File: src/rtl/aer_pkg.sv
// Shared types and constants for the AER output arbiter: handshake FSM states,
// channel-index width helper and drop-counter width.
package aer_pkg;

    typedef enum logic [1:0] {
        ST_IDLE     = 2'd0,
        ST_REQ      = 2'd1,
        ST_WAIT_LOW = 2'd2
    } aer_state_e;

    localparam int DROP_CNT_W = 16;

    // Channel index width, never narrower than one bit.
    function automatic int ch_w(input int n);
        return (n <= 2) ? 1 : $clog2(n);
    endfunction

endpackage

File: src/rtl/aer_fifo.sv
// Per-channel event FIFO. A push while full is dropped even if the same edge pops,
// so the full flag is the single registered decision point for accept/drop.
module aer_fifo #(
    parameter int ADDR_W = 8,
    parameter int DEPTH  = 8
) (
    input  logic              clk_i,
    input  logic              rst_i,
    input  logic              push_i,
    input  logic              pop_i,
    input  logic [ADDR_W-1:0] wdata_i,
    output logic [ADDR_W-1:0] rdata_o,
    output logic              empty_o,
    output logic              full_o
);
    localparam int PTR_W = $clog2(DEPTH);
    localparam int CNT_W = PTR_W + 1;

    logic [ADDR_W-1:0] mem_q [DEPTH];
    logic [PTR_W-1:0]  wptr_q, rptr_q;
    logic [CNT_W-1:0]  count_q, count_d;
    logic              full_q;
    logic              push_ok, pop_ok;

    assign push_ok = push_i && !full_q;
    assign pop_ok  = pop_i && (count_q != '0);

    always_comb begin
        count_d = count_q;
        if (push_ok && !pop_ok) begin
            count_d = count_q + CNT_W'(1);
        end else if (!push_ok && pop_ok) begin
            count_d = count_q - CNT_W'(1);
        end
    end

    always_ff @(posedge clk_i or posedge rst_i) begin
        if (rst_i) begin
            wptr_q  <= '0;
            rptr_q  <= '0;
            count_q <= '0;
            full_q  <= 1'b0;
        end else begin
            if (push_ok) wptr_q <= wptr_q + PTR_W'(1);
            if (pop_ok)  rptr_q <= rptr_q + PTR_W'(1);
            count_q <= count_d;
            full_q  <= (count_d == CNT_W'(DEPTH));
        end
    end

    // Storage needs no reset: reads are qualified by the count.
    always_ff @(posedge clk_i) begin
        if (push_ok) mem_q[wptr_q] <= wdata_i;
    end

    assign rdata_o = mem_q[rptr_q];
    assign empty_o = (count_q == '0);
    assign full_o  = full_q;

endmodule

File: src/rtl/aer_out_arb.sv
// Merges N_CH neuron-core event channels onto one four-phase AER output bus,
// with round-robin channel selection, drop accounting and a synchronised ACK.
module aer_out_arb
    import aer_pkg::*;
#(
    parameter int  N_CH        = 4,
    parameter int  ADDR_W      = 8,
    parameter int  DEPTH       = 8,
    parameter int  SYNC_STAGES = 2,
    localparam int CH_W        = ch_w(N_CH)
) (
    input  logic                   clk_i,
    input  logic                   rst_i,
    input  logic [N_CH-1:0]        ch_evt_valid_i,
    input  logic [N_CH*ADDR_W-1:0] ch_evt_addr_i,
    output logic [N_CH-1:0]        ch_full_o,
    output logic [N_CH-1:0]        ch_ovf_o,
    output logic [DROP_CNT_W-1:0]  drop_cnt_o,
    output logic [CH_W+ADDR_W-1:0] aerout_addr_o,
    output logic                   aerout_req_o,
    input  logic                   aerout_ack_i,
    output logic                   aerout_ctrl_busy_o,
    output aer_state_e             state_o
);
    logic [N_CH-1:0]        fifo_empty, fifo_full, pop_vec, drop_vec;
    logic [ADDR_W-1:0]      fifo_rdata [N_CH];

    aer_state_e             state_q;
    logic                   req_q;
    logic [CH_W+ADDR_W-1:0] addr_q;
    logic [CH_W-1:0]        rr_q;
    logic [SYNC_STAGES-1:0] sync_q;
    logic [N_CH-1:0]        ovf_q;
    logic [DROP_CNT_W-1:0]  drop_cnt_q, drop_cnt_d;

    logic                   ack_s;
    logic                   grant_vld;
    logic [CH_W-1:0]        grant_idx, cand;
    logic [4:0]             drop_k;
    logic [DROP_CNT_W:0]    cnt_sum;

    for (genvar c = 0; c < N_CH; c++) begin : g_fifo
        aer_fifo #(
            .ADDR_W (ADDR_W),
            .DEPTH  (DEPTH)
        ) u_fifo (
            .clk_i   (clk_i),
            .rst_i   (rst_i),
            .push_i  (ch_evt_valid_i[c]),
            .pop_i   (pop_vec[c]),
            .wdata_i (ch_evt_addr_i[c*ADDR_W +: ADDR_W]),
            .rdata_o (fifo_rdata[c]),
            .empty_o (fifo_empty[c]),
            .full_o  (fifo_full[c])
        );
    end

    assign ack_s    = sync_q[SYNC_STAGES-1];
    assign drop_vec = ch_evt_valid_i & fifo_full;

    // Search starts one past the last granted channel and wraps around.
    always_comb begin
        grant_vld = 1'b0;
        grant_idx = '0;
        cand      = '0;
        for (int i = 1; i <= N_CH; i++) begin
            cand = CH_W'((int'(rr_q) + i) % N_CH);
            if (!grant_vld && !fifo_empty[cand]) begin
                grant_vld = 1'b1;
                grant_idx = cand;
            end
        end
    end

    always_comb begin
        pop_vec = '0;
        if (state_q == ST_IDLE && grant_vld) pop_vec[grant_idx] = 1'b1;
    end

    always_comb begin
        drop_k = '0;
        for (int c = 0; c < N_CH; c++) begin
            drop_k = drop_k + 5'(drop_vec[c]);
        end
        cnt_sum    = {1'b0, drop_cnt_q} + (DROP_CNT_W+1)'(drop_k);
        drop_cnt_d = cnt_sum[DROP_CNT_W] ? '1 : cnt_sum[DROP_CNT_W-1:0];
    end

    always_ff @(posedge clk_i or posedge rst_i) begin
        if (rst_i) begin
            state_q    <= ST_IDLE;
            req_q      <= 1'b0;
            addr_q     <= '0;
            rr_q       <= CH_W'(N_CH - 1);
            sync_q     <= '0;
            ovf_q      <= '0;
            drop_cnt_q <= '0;
        end else begin
            sync_q     <= {sync_q[SYNC_STAGES-2:0], aerout_ack_i};
            ovf_q      <= ovf_q | drop_vec;
            drop_cnt_q <= drop_cnt_d;
            case (state_q)
                ST_IDLE: begin
                    if (grant_vld) begin
                        addr_q  <= {grant_idx, fifo_rdata[grant_idx]};
                        rr_q    <= grant_idx;
                        req_q   <= 1'b1;
                        state_q <= ST_REQ;
                    end
                end
                ST_REQ: begin
                    if (ack_s) begin
                        req_q   <= 1'b0;
                        state_q <= ST_WAIT_LOW;
                    end
                end
                ST_WAIT_LOW: begin
                    if (!ack_s) state_q <= ST_IDLE;
                end
                default: begin
                    req_q   <= 1'b0;
                    state_q <= ST_IDLE;
                end
            endcase
        end
    end

    assign ch_full_o          = fifo_full;
    assign ch_ovf_o           = ovf_q;
    assign drop_cnt_o         = drop_cnt_q;
    assign aerout_addr_o      = addr_q;
    assign aerout_req_o       = req_q;
    assign aerout_ctrl_busy_o = (|(~fifo_empty)) || (state_q != ST_IDLE);
    assign state_o            = state_q;

endmodule

File: config.mk
export PLATFORM = sky130hd
export DESIGN_NAME = aer_out_arb
export DESIGN_NICKNAME = d
export VERILOG_FILES = /design/src/rtl/aer_pkg.sv /design/src/rtl/aer_fifo.sv /design/src/rtl/aer_out_arb.sv
export SDC_FILE = /design/constraint.sdc
export NUM_CORES = 1
export LEC_CHECK = 0
export ABC_CLOCK_PERIOD_IN_PS = 3500
export CORE_UTILIZATION = 60
export DETAILED_ROUTE_END_ITERATION = 7
export GPL_TIMING_DRIVEN = 0
export HOLD_SLACK_MARGIN = 0.1
export PLACE_DENSITY = 0.8
export SYNTH_ARGS = -nofsm -noshare
export SYNTH_HDL_FRONTEND = slang
export SYNTH_SLANG_ARGS = --single-unit
File: constraint.sdc
create_clock -name clk_i -period 3.5 [get_ports clk_i]
set_input_delay 0.525 -clock clk_i [delete_from_list [all_inputs] [get_ports clk_i]]
set_output_delay 0.525 -clock clk_i [all_outputs]
set_load 0.03 [all_outputs]
==> run_results.csv, run 1 <==
group,metric,value,unit
floorplan,dieHeight,157,um
synthesis,syn_avg_cell_area,15.9,um^2
cells_and_area,insertedDiodeCount,0,
synthesis,synth_edf_count,256,
synthesis,ys.flop_type,"edfxtp_1",
critical_path,crit_fanout,5,
route,vias,8291,
sta,max-slew-margin-rel,8.96,%
cells_and_area,layout.cells.non_filler,1369,
synthesis,yosys_warnings,0,
route,dr.pass1.iters,5,
critical_path,cp_slowest_stage_delay,0.59,ns
global_route,grt_max_degree,69,
sta,tns,0,ns
synthesis,yosysUniqueCellTypes,67,
run,maxCapViolCount,0,
critical_path,crit_family,"simple AND/OR/NAND/NOR gates",
critical_path,cp.buffers_inverters,2,
sta,setup_viol,0,
global_route,grt_pass1_vias,8081,
critical_path,critical_path_arrival,2.79,ns
critical_path,path_depth,6,
cells_and_area,drive_gt1_share,17.5,%
global_route,grt_pass1_wl,45000,um
clock_tree,cts_tree,"yes",
cells_and_area,layout-area-overhead-vs-synth,16.9,%
route,drt_wl_total,29100,um
floorplan,rows,56,
pwr,powerDensity,887,nW/um^2
synthesis,yosysSeqAreaShare,67.8,%
sta,worst_pin_slew,1.36,ns
floorplan,die-width,157,um
cells_and_area,multi_input_area,4410,um^2
placed_design,place_inst,1299,
floorplan,core,23500,um^2
hold_path,hold_path.class,"input pin to asynchronous set/reset pin",
sta,fin_crit_sh,94.7,%
outcome,outcome,"finished, final reports clean",
route,drc,0,
sta,hold_violations,0,
route,postRouteAntennaNets,0,
pwr,ir_drop,0.000515,V
clock_tree,cts_max_path_buffers,3,
synthesis,postSynthCellCount,900,
critical_path,path_class,"flip-flop to primary output",
pwr,p_leak,5.94,nW
synthesis,netlist_area,14300,um^2
sta,drv_slew,0,
critical_path,start_kind,"flip-flop",
route,viasPerCell,6.06,
synthesis,syn_nets,959,
floorplan,dieArea,24500,um^2
cells_and_area,nFillCells,1424,
clock_tree,clkTransAtPathRegs,0.06,ns
sta,fmax,302,MHz
placed_design,dpl_cell_area,15600,um^2
placed_design,dp_hpwl,19400,um
floorplan,start_util,61.1,%
critical_path,crit_required,2.97,ns
placed_design,gp_congestion,0.843,
sta,whs,0.300,ns
synthesis,ys_seq_elements,337,
route,first_iter_violations,661,
synthesis,async_flop_share,24.0,%
global_route,antenna_found_initial,0,
clock_tree,h-tree-depth,2,
sta,fin_crit,3.32,ns
cells_and_area,regArea,9720,um^2
critical_path,reg2reg_depth,13,
route,wire_per_inst,21.3,um
critical_path,critPathSlowestCell,"clkdlybuf4s50_1",
clock_tree,numCtsBuffers,36,
cells_and_area,finalInstanceArea,16800,um^2
pwr,power,0.0149,W
sta,rsz0062_at_grt,"no",
clock_tree,root_buffer,"clkbuf_16",
clock_tree,insertion_delay,0.50,ns
clock_tree,clock_sinks,337,
cells_and_area,nets,1083,
sta,clock_skew,0.00816,ns
global_route,grt_overflow_total,0,
placed_design,io_buffers,76,
critical_path,critPathCaptureType,"primary output",
floorplan,io_pins,77,
critical_path,worstPathCellList,"inv_1, ha_1, nor3b_2, nand4_1, or2_2, clkdlybuf4s50_1",
global_route,grtUsageTotal,24.6,%
## final timing paths
path | startpoint | end | slack [ns]
worst max-delay path | g_fifo[0].u_fifo.count_q[0] | aerout_ctrl_busy_o | 0.18
worst min-delay path | rst_i | drop_cnt_o[6] | 0.30
worst max register to register | g_fifo[2].u_fifo.full_o | drop_cnt_o[7] | 0.28
worst min register to register | sync_q[0] | sync_q[1] | 0.35
max in group asynchronous | rst_i | rr_q[0] | 2.57
min in group clk_i | sync_q[0] | sync_q[1] | 0.35
## synth_stat cells, types with 8 or more instances
master    instances  share of area, %
nand2_1          63               1.6
buf_2            11              0.38
dfrtp_1          79                14
xor2_1           12              0.73
edfxtp_1        256                54
inv_1            16              0.42
buf_1             8              0.21
nand3_1          22              0.77
o21ai_0          28              0.98
nand2b_1         17              0.74
nor2_1           74               1.9
a21oi_1          11              0.38
a211oi_1          8              0.42
a31oi_1          11              0.48
mux2i_1          33               2.3
nor3_1           14              0.49
ha_1             17               1.5
xnor2_1          23               1.4
mux4_2           64                10
clkbuf_1         16              0.42
## flip-flops by register name (all words and copies together), names as in the netlist
name,count
rr_q,2
aerout_addr_o,10
g_fifo.u_fifo.mem_q,256
ch_ovf_o,4
g_fifo.u_fifo.wptr_q,12
state_o,2
drop_cnt_o,16
g_fifo.u_fifo.rptr_q,12
sync_q,2
g_fifo.u_fifo.full_o,4
g_fifo.u_fifo.count_q,16
aerout_req_o,1
## logic make-up (layout without fill, tap and decap cells)
family,count (synthesis),after routing,share of synthesized area (%)
compound gates,98,98,4.81
xor+xnor,35,35,2.14
fa+ha+maj,20,20,1.90
buf+inv,60,210,1.92
flops,337,337,67.8
mux,104,104,12.9
simple gates,246,246,8.52
## report_power, final
part           total [W]  internal [W]  leakage [nW]  switching, W
clock network    0.00351       0.00207         0.540       0.00144
registers        0.00577       0.00522          3.31      0.000558
logic            0.00558       0.00234          2.10       0.00325
## final cells by class
type,count,area share (%)
clock buffers,48,5.94
clock inverters,16,0.590
plain buffers,44,1.29
inverters,16,0.373
multi-input cells,503,26.3
repair buffers,86,5.11
flip-flops and latches,337,58.0
well taps,319,2.38
## metrics by stage
stage / setup WS [ns] / utilization (%)
5_1_grt: 0.0252 / 71.4
2_1_floorplan: 0.342 / -
6_report: 0.184 / 71.4
4_1_cts: 0.0279 / 71.0
3_3_place_gp: -0.587 / 66.0
3_5_place_dp: -0.642 / 66.3
## layer usage
metal,part of all wire (%),global-route usage (%)
met1,43,35.6
met2,48,38.3
met3,7.1,4.51
met4,2.4,8.22
met5,0,0
## repair_timing
item                       CTS  global route
setup buffers                1             2
setup endpoints to repair   11            15
cloned                       0             0
resized for setup            3             6
pin swaps                    1             1
hold buffers                 0             0
## layout by cell type, fill, tap and decap left out, drive strengths merged, types with 10 or more instances in the layout
| cell | netlist | routed |
|---|---|---|
| mux2i | 33 | 33 |
| clkinv | 0 | 14 |
| clkdlybuf4s50 | 0 | 76 |
| nand2 | 63 | 63 |
| o21ai | 28 | 28 |
| xnor2 | 23 | 23 |
| buf | 26 | 36 |
| dfrtp | 79 | 79 |
| clkbuf | 18 | 66 |
| nor3 | 14 | 14 |
| a31oi | 11 | 11 |
| nand2b | 17 | 17 |
| inv | 16 | 17 |
| ha | 17 | 17 |
| nor2 | 75 | 75 |
| edfxtp | 256 | 256 |
| a211oi | 10 | 10 |
| xor2 | 12 | 12 |
| nand3 | 22 | 22 |
| a21oi | 13 | 13 |
| mux4 | 64 | 64 |
No activity file was read; power rests on OpenSTA's default activity.
==> run 2, diff against run 1 <==
--- a/config.mk
+++ b/config.mk
@@ -5,7 +5,7 @@
 export SDC_FILE = /design/constraint.sdc
 export NUM_CORES = 1
 export LEC_CHECK = 0
-export ABC_CLOCK_PERIOD_IN_PS = 3500
+export ABC_CLOCK_PERIOD_IN_PS = 3100
 export CORE_UTILIZATION = 60
 export DETAILED_ROUTE_END_ITERATION = 7
 export GPL_TIMING_DRIVEN = 0
==> constraint.sdc (replaced) <==
create_clock -name clk_i -period 3.1 [get_ports clk_i]
set_input_delay 0.465 -clock clk_i [delete_from_list [all_inputs] [get_ports clk_i]]
set_output_delay 0.465 -clock clk_i [all_outputs]
set_load 0.03 [all_outputs]
==> run 2 against run 1 <==
Largest cell class unchanged. Combinational power up 13%. Sequential share of layout area down 0.39 points. Clock power up 13%. Wire length up 1.3%. Final cell count up 0.51%. Die area unchanged. Clock skew about the same. Hold slack worse by 0.056 ns.
==> run_results.csv, run 2 (same netlist as run 1, synthesis figures left out) <==
group,metric,value,unit
outcome,outcome,"finished, final reports clean",
pwr,power.share.clock,23.6,%
cells_and_area,finalInstanceArea,16900,um^2
critical_path,critPathSlowestCell,"fa_1",
sta,setup_viol,0,
placed_design,dpl_cell_area,15600,um^2
clock_tree,cts_hold_buf,0,
pwr,p_sw,0.00595,W
floorplan,io_pins,77,
pwr,powerDensity,998,nW/um^2
floorplan,start_util,61.1,%
placed_design,dp_hpwl,19400,um
sta,fin_crit_sh,97.3,%
clock_tree,clkTransAtPathRegs,0.06,ns
floorplan,rows,56,
floorplan,core,23500,um^2
placed_design,gp_congestion,0.843,
cells_and_area,insertedDiodeCount,0,
route,drc,0,
floorplan,die-width,157,um
route,vias,8311,
clock_tree,insertion_delay,0.50,ns
route,wire_per_inst,21.4,um
global_route,grtUsageTotal,24.8,%
critical_path,startpoint,"ch_evt_valid_i[2]",
sta,fin_crit,3.02,ns
pwr,p_int,0.0109,W
pwr,power_frac_comb,37.6,%
run,maxCapViolCount,0,
route,viasPerCell,6.04,
route,first_iter_violations,634,
clock_tree,numCtsBuffers,36,
critical_path,crit_family,"adder cells",
floorplan,dieHeight,157,um
hold_path,hold_path.class,"input pin to asynchronous set/reset pin",
clock_tree,h-tree-depth,2,
floorplan,dieArea,24500,um^2
critical_path,critical_path_arrival,3.46,ns
route,drt_wl_total,29500,um
critical_path,crit_fanout,5,
clock_tree,cts_tree,"yes",
critical_path,cp.buffers_inverters,4,
pwr,swShare,35.3,%
global_route,grt_max_degree,69,
global_route,antenna_found_initial,0,
critical_path,critPathCaptureType,"flip-flop",
sta,drv_slew,0,
sta,worst_pin_slew,1.34,ns
cells_and_area,largest_register_ffs,256,
pwr,seqPwrFrac,38.8,%
sta,fmax,331,MHz
critical_path,rrSetupSlack,0.09,ns
critical_path,crit_required,3.54,ns
global_route,grt_pass1_vias,8149,
pwr,ir_drop,0.000581,V
route,postRouteAntennaNets,0,
sta,hold_violations,0,
pwr,power,0.0168,W
critical_path,worstPathCellList,"clkdlybuf4s50_1, and2_4, fa_1, inv_1, fa_2, inv_2, fa_2, nand2_4, nor4_4, nand2_2, nor2_4, nand3_4, clkbuf_16, nand2_1",
clock_tree,cts_max_path_buffers,3,
cells_and_area,layout_commonest_cell,"edfxtp_1",
critical_path,cpMostUsedCell,"fa_2",
clock_tree,clock_sinks,337,
critical_path,start_kind,"input pin",
cells_and_area,layout.cells.non_filler,1376,
cells_and_area,layout-area-overhead-vs-synth,17.7,%
pwr,p_leak,6.01,nW
placed_design,io_buffers,76,
cells_and_area,drive_gt1_share,18.7,%
clock_tree,root_buffer,"clkbuf_16",
cells_and_area,layout_common_cells,"edfxtp_1, dfrtp_1, clkdlybuf4s50_1, nor2_1, mux4_2",
route,dr.pass1.iters,5,
critical_path,cp_slowest_stage_delay,0.52,ns
cells_and_area,nets,1090,
critical_path,rr_startpoint,"g_fifo[2].u_fifo.full_o",
placed_design,place_inst,1299,
global_route,grt_pass1_wl,45300,um
cells_and_area,largest_register,"g_fifo.u_fifo.mem_q",
sta,clock_skew,0.00843,ns
sta,max-slew-margin-rel,9.86,%
critical_path,path_class,"input pin to flip-flop",
global_route,grt_overflow_total,0,
==> run 2: worst paths after layout <==
check / end / cells past startpoint
setup reg to reg: drop_cnt_o[5] / 13
setup / recovery: drop_cnt_o[5] / 14
hold / removal: drop_cnt_o[6] / 2
min in group clk_i: sync_q[1] / 0
hold reg to reg: sync_q[1] / 0
max in group asynchronous: rr_q[0] / 3
==> run 2: metrics by stage <==
| stage | worst slack (ns) | hold slack, ns | util, % | setup TNS [ns] |
|---|---|---|---|---|
| 2_1_floorplan | 0.00235 | 0.331 | - | 0 |
| 3_3_place_gp | -0.927 | 0.337 | 66.0 | -82.61 |
| 3_5_place_dp | -0.982 | 0.342 | 66.3 | -18.06 |
| 4_1_cts | 0.00999 | 0.239 | 71.3 | 0 |
| 5_1_grt | -0.0506 | 0.243 | 71.9 | -0.380 |
| 6_report | 0.0829 | 0.244 | 71.9 | 0 |
==> run 2: per-layer routing <==
layer | wire [um] | part of all wire [%] | vias up | track usage (%)
met5 | 0 | 0 | - | 0
li1 | - | - | 3726 | -
met1 | 12400 | 42 | 4178 | 35.3
met3 | 2180 | 7.4 | 67 | 4.98
met4 | 739 | 2.5 | 0 | 8.36
met2 | 14100 | 48 | 340 | 38.6
==> run 2: timing repair <==
| item | 4_1_cts | 5_1_grt |
|---|---|---|
| endpoints found under the setup margin | 17 | 14 |
| gates resized for setup | 12 | 13 |
| cloned | 0 | 1 |
| setup buffers | 4 | 5 |
| pin swaps | 2 | 4 |
==> run 2: cell type report <==
cell class	count	area (um^2)
plain buffers	44	226
fillers	1406	6600
inverters	16	62.6
clock buffers	48	995
flip-flops and latches	337	9720
well taps	319	399
multi-input cells	503	4440
repair buffers	93	927
clock inverters	16	98.8
==> run 2: power groups by stage <==
stage,clock (W),sequential [W],combinational (W)
2_1_floorplan,0,0.00666,0.00419
3_3_place_gp,0,0.00651,0.00606
3_5_place_dp,0,0.00658,0.00622
4_1_cts,0.00401,0.00651,0.00630
5_1_grt,0.00418,0.00661,0.00688
6_report,0.00397,0.00652,0.00633
